<file path="src/rtl/pixel_line_writer.sv">
// Writes captured pixels into a ring of RAM line slots and
// signals each complete line to the output side.
module pixel_line_writer #(
  parameter int LINE_WIDTH = 720,
  parameter int RING_LINES = 4
) (
  input  logic        clock,
  input  logic        reset,
  input  logic        line_doubler,
  input  logic [7:0]  red,
  input  logic [7:0]  green,
  input  logic [7:0]  blue,
  input  logic [11:0] counterX,
  input  logic [11:0] counterY,
  input  logic        add_line,
  input  logic        is_pal,
  input  logic        resync,
  input  logic        line_consumed,
  output logic [11:0] ram_wraddress,
  output logic [23:0] ram_wrdata,
  output logic        ram_wren,
  output logic        line_ready,
  output logic [11:0] line_number,
  output logic [2:0]  lines_pending,
  output logic        overflow,
  output logic        active
);

  localparam int SW = (RING_LINES > 1) ? $clog2(RING_LINES) : 1;
  localparam logic [11:0] LW = 12'(LINE_WIDTH);
  localparam logic [11:0] LAST_X = 12'(LINE_WIDTH - 1);
  localparam logic [2:0] FULL = 3'(RING_LINES);

  typedef enum logic {
    SYNC_WAIT,
    CAPTURE
  } state_t;

  state_t      state_q, state_d;
  logic [11:0] xprev_q, xprev_d;
  logic        stable_q, stable_d;
  logic        drop_q, drop_d;
  logic        ovf_q, ovf_d;
  logic [2:0]  pend_q, pend_d;
  logic        wren_q, wren_d;
  logic [11:0] addr_q, addr_d;
  logic [23:0] data_q, data_d;
  logic        lr_q, lr_d;
  logic [11:0] lnum_q, lnum_d;

  logic        same_x;
  logic        pix_ev;
  logic        in_view;
  logic        enter;
  logic        cap;
  logic        line_start;
  logic        full;
  logic        wr;
  logic [11:0] vis_h;
  logic [11:0] row_base;

  always_ff @(posedge clock) begin
    if (reset) begin
      state_q  <= SYNC_WAIT;
      xprev_q  <= 12'hFFF;
      stable_q <= 1'b0;
      drop_q   <= 1'b0;
      ovf_q    <= 1'b0;
      pend_q   <= 3'd0;
      wren_q   <= 1'b0;
      addr_q   <= 12'd0;
      data_q   <= 24'd0;
      lr_q     <= 1'b0;
      lnum_q   <= 12'd0;
    end else begin
      state_q  <= state_d;
      xprev_q  <= xprev_d;
      stable_q <= stable_d;
      drop_q   <= drop_d;
      ovf_q    <= ovf_d;
      pend_q   <= pend_d;
      wren_q   <= wren_d;
      addr_q   <= addr_d;
      data_q   <= data_d;
      lr_q     <= lr_d;
      lnum_q   <= lnum_d;
    end
  end

  always_comb begin
    same_x   = (counterX == xprev_q);
    pix_ev   = same_x && !stable_q;
    xprev_d  = counterX;
    stable_d = same_x;

    if (!line_doubler) begin
      vis_h = 12'd480;
    end else if (is_pal && !add_line) begin
      vis_h = 12'd600;
    end else begin
      vis_h = 12'd504;
    end
    in_view = (counterX < LW) && (counterY < vis_h);

    row_base = (RING_LINES > 1)
             ? 12'(32'(counterY[SW-1:0]) * LINE_WIDTH)
             : 12'd0;

    // The sync pixel itself is captured, not just used as a trigger.
    enter = (state_q == SYNC_WAIT) && pix_ev && !resync &&
            (counterX == 12'd0) && (counterY == 12'd0);
    cap   = !resync && ((state_q == CAPTURE) || enter);

    line_start = cap && pix_ev && (counterX == 12'd0);
    full       = (pend_q == FULL);

    state_d = state_q;
    if (resync) begin
      state_d = SYNC_WAIT;
    end else if (enter) begin
      state_d = CAPTURE;
    end

    drop_d = drop_q;
    ovf_d  = ovf_q;
    if (resync) begin
      drop_d = 1'b0;
      ovf_d  = 1'b0;
    end else if (line_start) begin
      drop_d = full;
      if (full) begin
        ovf_d = 1'b1;
      end
    end

    wr     = cap && pix_ev && in_view && !drop_d;
    wren_d = wr;
    addr_d = addr_q;
    data_d = data_q;
    if (wr) begin
      addr_d = row_base + counterX;
      data_d = {red, green, blue};
    end

    lr_d   = wr && (counterX == LAST_X);
    lnum_d = lr_d ? counterY : lnum_q;

    pend_d = pend_q;
    if (resync) begin
      pend_d = 3'd0;
    end else if (lr_q && !line_consumed) begin
      if (pend_q != FULL) begin
        pend_d = pend_q + 3'd1;
      end
    end else if (!lr_q && line_consumed) begin
      if (pend_q != 3'd0) begin
        pend_d = pend_q - 3'd1;
      end
    end
  end

  assign ram_wraddress = addr_q;
  assign ram_wrdata    = data_q;
  assign ram_wren      = wren_q;
  assign line_ready    = lr_q;
  assign line_number   = lnum_q;
  assign lines_pending = pend_q;
  assign overflow      = ovf_q;
  assign active        = (state_q == CAPTURE);

endmodule

</file>
<file path="config.mk">
export PLATFORM = sky130hd
export DESIGN_NAME = pixel_line_writer
export DESIGN_NICKNAME = d
export VERILOG_FILES = /design/src/rtl/pixel_line_writer.sv
export SDC_FILE = /design/constraint.sdc
export NUM_CORES = 1
export LEC_CHECK = 0
export BUFFER_PORTS_ARGS = -buffer_cell sky130_fd_sc_hd__buf_2
export CORE_MARGIN = 1.5
export CORE_UTILIZATION = 25
export CTS_CLUSTER_DIAMETER = 150
export CTS_CLUSTER_SIZE = 20
export DETAILED_ROUTE_END_ITERATION = 10
export PLACE_DENSITY = 0.44
export SLEW_MARGIN = 20
export SYNTH_ARGS = -nofsm -noshare
export SYNTH_HDL_FRONTEND = slang
export SYNTH_SLANG_ARGS = --single-unit
</file>
<file path="constraint.sdc">
create_clock -name clock -period 2.3 [get_ports clock]
set_input_delay 0.345 -clock clock [delete_from_list [all_inputs] [get_ports clock]]
set_output_delay 0.345 -clock clock [all_outputs]
set_load 0.01 [all_outputs]
</file>
# --- Word level (Yosys, flattened, before mapping) ---
# Index checks and enable logic that the tools add are counted.
classes:
  n_addsub: 3
  mul: 1
  n_lt_le_gt_ge: 2
  eq_ne: 5
  n_mux: 8
  bitwise_logic: 1
  n_reduce_logical: 30
ops:
  columns: ["operator", "n"]
  rows:
  - ["12-bit zero test", 2]
  - ["10-bit 2-to-1 mux", 2]
  - ["1-bit logical AND", 15]
  - ["12-bit adder", 1]
  - ["12-bit by 10-bit equality test with 1-bit output, second input constant", 1]
  - ["12-bit equality test", 1]
  - ["12-bit by 10-bit less-than comparator with 1-bit output, second input constant", 1]
  - ["12-bit less-than comparator", 1]
  - ["3-bit 2-to-1 mux", 4]
  - ["2-bit by 6-bit multiplier with 8-bit output, second input constant", 1]
  - ["1-bit zero test", 6]
  - ["2-bit nonzero test", 2]
  - ["3-bit by 1-bit adder with 3-bit output, second input constant", 1]
  - ["3-bit equality test, second input constant", 1]
  - ["3-bit inequality test, second input constant", 1]
  - ["3-bit AND reduction", 1]
  - ["3-bit nonzero test", 1]
  - ["3-bit by 1-bit subtractor with 3-bit output, second input constant", 1]
  - ["1-bit 2-to-1 mux", 2]
  - ["2-bit by 1-bit inequality test with 1-bit output, second input constant", 1]
  - ["2-bit AND reduction", 1]
  - ["2-bit OR reduction", 1]
  - ["1-bit logical OR", 1]
  - ["1-bit inverter", 1]
totals:
  register_bits: 69
  inputBits: 55
  output_inout_bits: 55
  elab_cells: 61

# --- Depth between registers and ports, before layout ---
depth:
  word_depth: 15
  mapped_depth: 12
  depth_no_buf: 10

# --- Worst setup path before layout ---
# OpenSTA, ideal clock, no wires.
synth_timing:
  kind: "input -> register"
  from: "in line_doubler"
  to: "reg addr_q[0] (netlist: ram_wraddress[0])"
  setup_ps: 128
  t_arrival_ps: 2379
  required_time_ps: 2172
  slack_ps: -206
  stages: 11
  n_path_buf: 2
  cell_sequence: "nand2_1 -> or2_2 -> ha_1 -> a211oi_1 -> nand4_1 -> a211oi_1 -> o2111a_2 -> buf_6 -> buf_8 -> mux2i_1 -> nor2_1"
synth_via:
  elab_chain_len: 5
synth_lines:
  columns: ["element", "line", "text"]
  rows:
  - ["start, declared", "9", "input logic line_doubler,"]
  - ["10-bit 2-to-1 mux", "96", "if (!line_doubler) begin"]
  - ["12-bit less-than comparator", "103", "in_view = (counterX < LW) && (counterY < vis_h);"]
  - ["1-bit logical AND", "103", null]
  - ["1-bit logical AND (2 in series)", "136", "wr = cap && pix_ev && in_view && !drop_d;"]
  - ["end signal, assigned", "83", "addr_q <= addr_d;"]
  - ["end, declared", "46", "logic [11:0] addr_q, addr_d;"]
# No other way between the ends.
# A chain may end at the register's enable or synchronous reset.

# --- Final worst setup path ---
layout_timing:
  from: "in line_doubler"
  to: "reg data_q[6] (netlist: ram_wrdata[6])"
layout_via:
  elab_chain_len: 5
layout_lines:
  columns: ["element", "line", "text"]
  rows:
  - ["10-bit 2-to-1 mux", "96", null]
  - ["12-bit less-than comparator", "103", null]
  - ["1-bit logical AND", "103", null]
  - ["1-bit logical AND (2 in series)", "136", null]
  - ["end signal, assigned", "84", "data_q <= data_d;"]
  - ["end, declared", "47", "logic [23:0] data_q, data_d;"]
# No other way between the ends.

==> impl_metrics.json <==
{
  "tightest_slew_ns": 0.4958,
  "ys_seq_area_share_pct": 43.45,
  "start_util_pct": 25.40,
  "ys_warn_count": 0,
  "regToRegSetupSlack_ns": 0.21,
  "syn_nets": 408,
  "synth.largest_area_cell": "dfxtp_1",
  "grt.total_usage_pct": 12.69,
  "grt_first_pass_wirelength_mm": 13.14,
  "dominantRegCellSynth": "dfxtp_1",
  "synth_area_leaders": "dfxtp_1 (43%), mux2i_1 (11%), ha_1 (6.7%)",
  "leakagePower_nw": 1.993,
  "relSlewSlack_pct": 66.94,
  "synth_cell_type_count": 42,
  "cts.sinks": 69,
  "vias": 2776,
  "ant_nets": 0,
  "gr-total-overflow": 0,
  "r2r_end": "ram_wrdata[6]$_SDFFE_PP0P_",
  "synth_cells": 334,
  "yosysMostFrequentCell": "dfxtp_1",
  "cts_setup_buffers": 0,
  "hold_slack_ns": 0.2401,
  "route.detailed.drc": 0,
  "end_kind": "register",
  "powerDensity_nw_per_um2": 701.3,
  "die_w_um": 115.8,
  "min_period_ns": 2.168,
  "clock_latency_ns": 0.33,
  "syn-mean-instance-area_um2": 9.519,
  "fin_crit_sh_pct": 94.25,
  "n_antenna_cell": 0,
  "setup_viol": 0,
  "io_pins": 110,
  "root_buffer": "clkbuf_16",
  "die-area_um2": 13400,
  "finalNonFillerCells": 648,
  "drtIter0Drc": 89,
  "worstHoldStart": "green[6]",
  "maxSlewViolCount": 0,
  "fin_setup_tns_ns": 0,
  "final_util_pct": 36.48,
  "crit_type": "in -> reg",
  "fin_skew_ns": 0.01328,
  "multi_input_area_um2": 1682,
  "cts_tree": "built",
  "synthesis.area_um2": 3179,
  "h-tree-depth": 3,
  "synth_commonest_cells": "dfxtp_1 (69), nor2_1 (53), mux2i_1 (36), ha_1 (17), a21oi_1 (16)",
  "cap_violations": 0,
  "ys_ff_latch": 69,
  "filler_cell_count": 1306,
  "nNetsFinal": 545,
  "grt_pass1_vias": 2654,
  "layout-drive-gt1-share_pct": 37.82,
  "port_buffers": 109,
  "cts_made_buffers": 9,
  "min_path_type": "in -> reg",
  "rr_worst_depth": 8,
  "min_to": "ram_wrdata[14]$_SDFFE_PP0P_",
  "via_per_inst": 4.284,
  "rr_startpoint": "xprev_q[3]$_SDFF_PP1_",
  "stdcell_area_um2": 4566,
  "cp_max_fo": 7,
  "rows": 41,
  "synth_top_area_share_pct": 43.45,
  "synth_edf_count": 0,
  "grt_max_degree": 28,
  "die_y_um": 115.8,
  "worst_ep_required_time_ns": 2.52,
  "post_cts_resized": 0,
  "hold_violations": 0,
  "cts_hold_buf": 0,
  "post_drt_wl_per_cell_um": 13.06,
  "gp_congestion": 0.8000,
  "place_inst": 628,
  "finalWirelength_mm": 8.460,
  "hold_depth": 3,
  "max_clock_freq_ghz": 0.4613,
  "ir_drop_uv": 281.4,
  "seqCellArea_um2": 1381,
  "path_clk_slew_ns": 0.06,
  "outcome": "complete, no violations",
  "clockBufferDepth": 2,
  "postSynth.asyncResetShare_pct": 0,
  "dpl.hpwl_mm": 6.237,
  "cp.arrival_ns": 2.38,
  "drt_pass1_iterations": 4,
  "core_um2": 12520,
  "cp-start-kind": "primary input",
  "antenna_found_initial": 0,
  "placed_area_um2": 4113,
  "synthToLayoutAreaGrowth_pct": 43.60
}
placed cells by master, fill, tap and decap left out, types with 9 or more instances in the layout:
master     netlist  routed
clkbuf_16        0      11
nor3_1           9       9
nor2_1          53      53
ha_1            17      16
dfxtp_1         69      69
xor2_1          14      14
inv_1           11      11
nand3_1         13      13
or2_2           14      14
buf_4            1      25
a21oi_1         16      16
mux2i_1         36      36
o21ai_0         13      13
buf_2            0     109
worst max path at each step:
stage            startpoint                       endpoint  slack [ns]  cells after the start
6_report       line_doubler     ram_wrdata[6]$_SDFFE_PP0P_        0.13                     12
2_1_floorplan  line_doubler  ram_wraddress[0]$_SDFFE_PP0P_       0.003                     11
4_1_cts        line_doubler    ram_wrdata[12]$_SDFFE_PP0P_        0.10                     11
3_5_place_dp   line_doubler    ram_wrdata[12]$_SDFFE_PP0P_       -0.25                     11
5_1_grt        line_doubler  ram_wraddress[4]$_SDFFE_PP0P_      -0.002                     12
3_3_place_gp   line_doubler     ram_wrdata[4]$_SDFFE_PP0P_       -0.16                     11
per-stage QoR:
step           setup WS [ns]  power [W]
6_report              0.1322   0.003202
5_1_grt            -0.002325   0.003337
4_1_cts               0.1050   0.003252
3_5_place_dp         -0.2471   0.001512
3_3_place_gp         -0.1583   0.001510
2_1_floorplan       0.002578   0.001374
cell type report:
type	count	area share, %
multi-input cells	239	36.83
clock buffers	9	4.933
repair buffers	141	19.16
clock inverters	7	3.206
inverters	11	0.9044
well taps	172	4.714
flip-flops and latches	69	30.25
state kept, by name (all words and copies together), names as in the netlist:
signal / flops
ram_wren: 1
line_ready: 1
xprev_q: 12
lines_pending: 3
drop_q: 1
line_number: 12
active: 1
ram_wraddress: 12
stable_q: 1
overflow: 1
ram_wrdata: 24
per-layer routing:
layer / up-vias / routed length [um] / GRT usage, %
met5: - / 0 / 0
met4: 0 / 129 / 5.610
met3: 11 / 683 / 4.289
met2: 93 / 3666 / 19.61
met1: 1237 / 3980 / 16.08
li1: 1435 / - / -
worst max-delay path, cell delays in order:
cell and delay [ns]:
buf_2 0.09, nand2_1 0.05, or2_2 0.31, ha_4 0.24, a211oi_2 0.22, nand4_1 0.13
a211oi_2 0.20, o2111a_2 0.26, buf_12 0.14, clkbuf_16 0.16, mux2i_1 0.19, nor2_1 0.06
logic make-up after synthesis:
group	after synthesis	synth area share (%)
xor gates and xnor gates	20	5.510
muxes	36	11.33
adders and majority gates	19	7.950
DFF	69	43.45
and+or+nand+nor	122	19.13
buffers and inverters	26	4.369
AOI/OAI and AO/OA	42	8.265
power breakdown:
part | total (W) | switching [W] | internal (W)
Sequential | 0.00121 | 0.00000427 | 0.00121
Clock | 0.00172 | 0.000543 | 0.00118
Combinational | 0.000272 | 0.000136 | 0.000136
Total | 0.00320 | 0.000683 | 0.00252
Power figures use the tool's default switching activity.
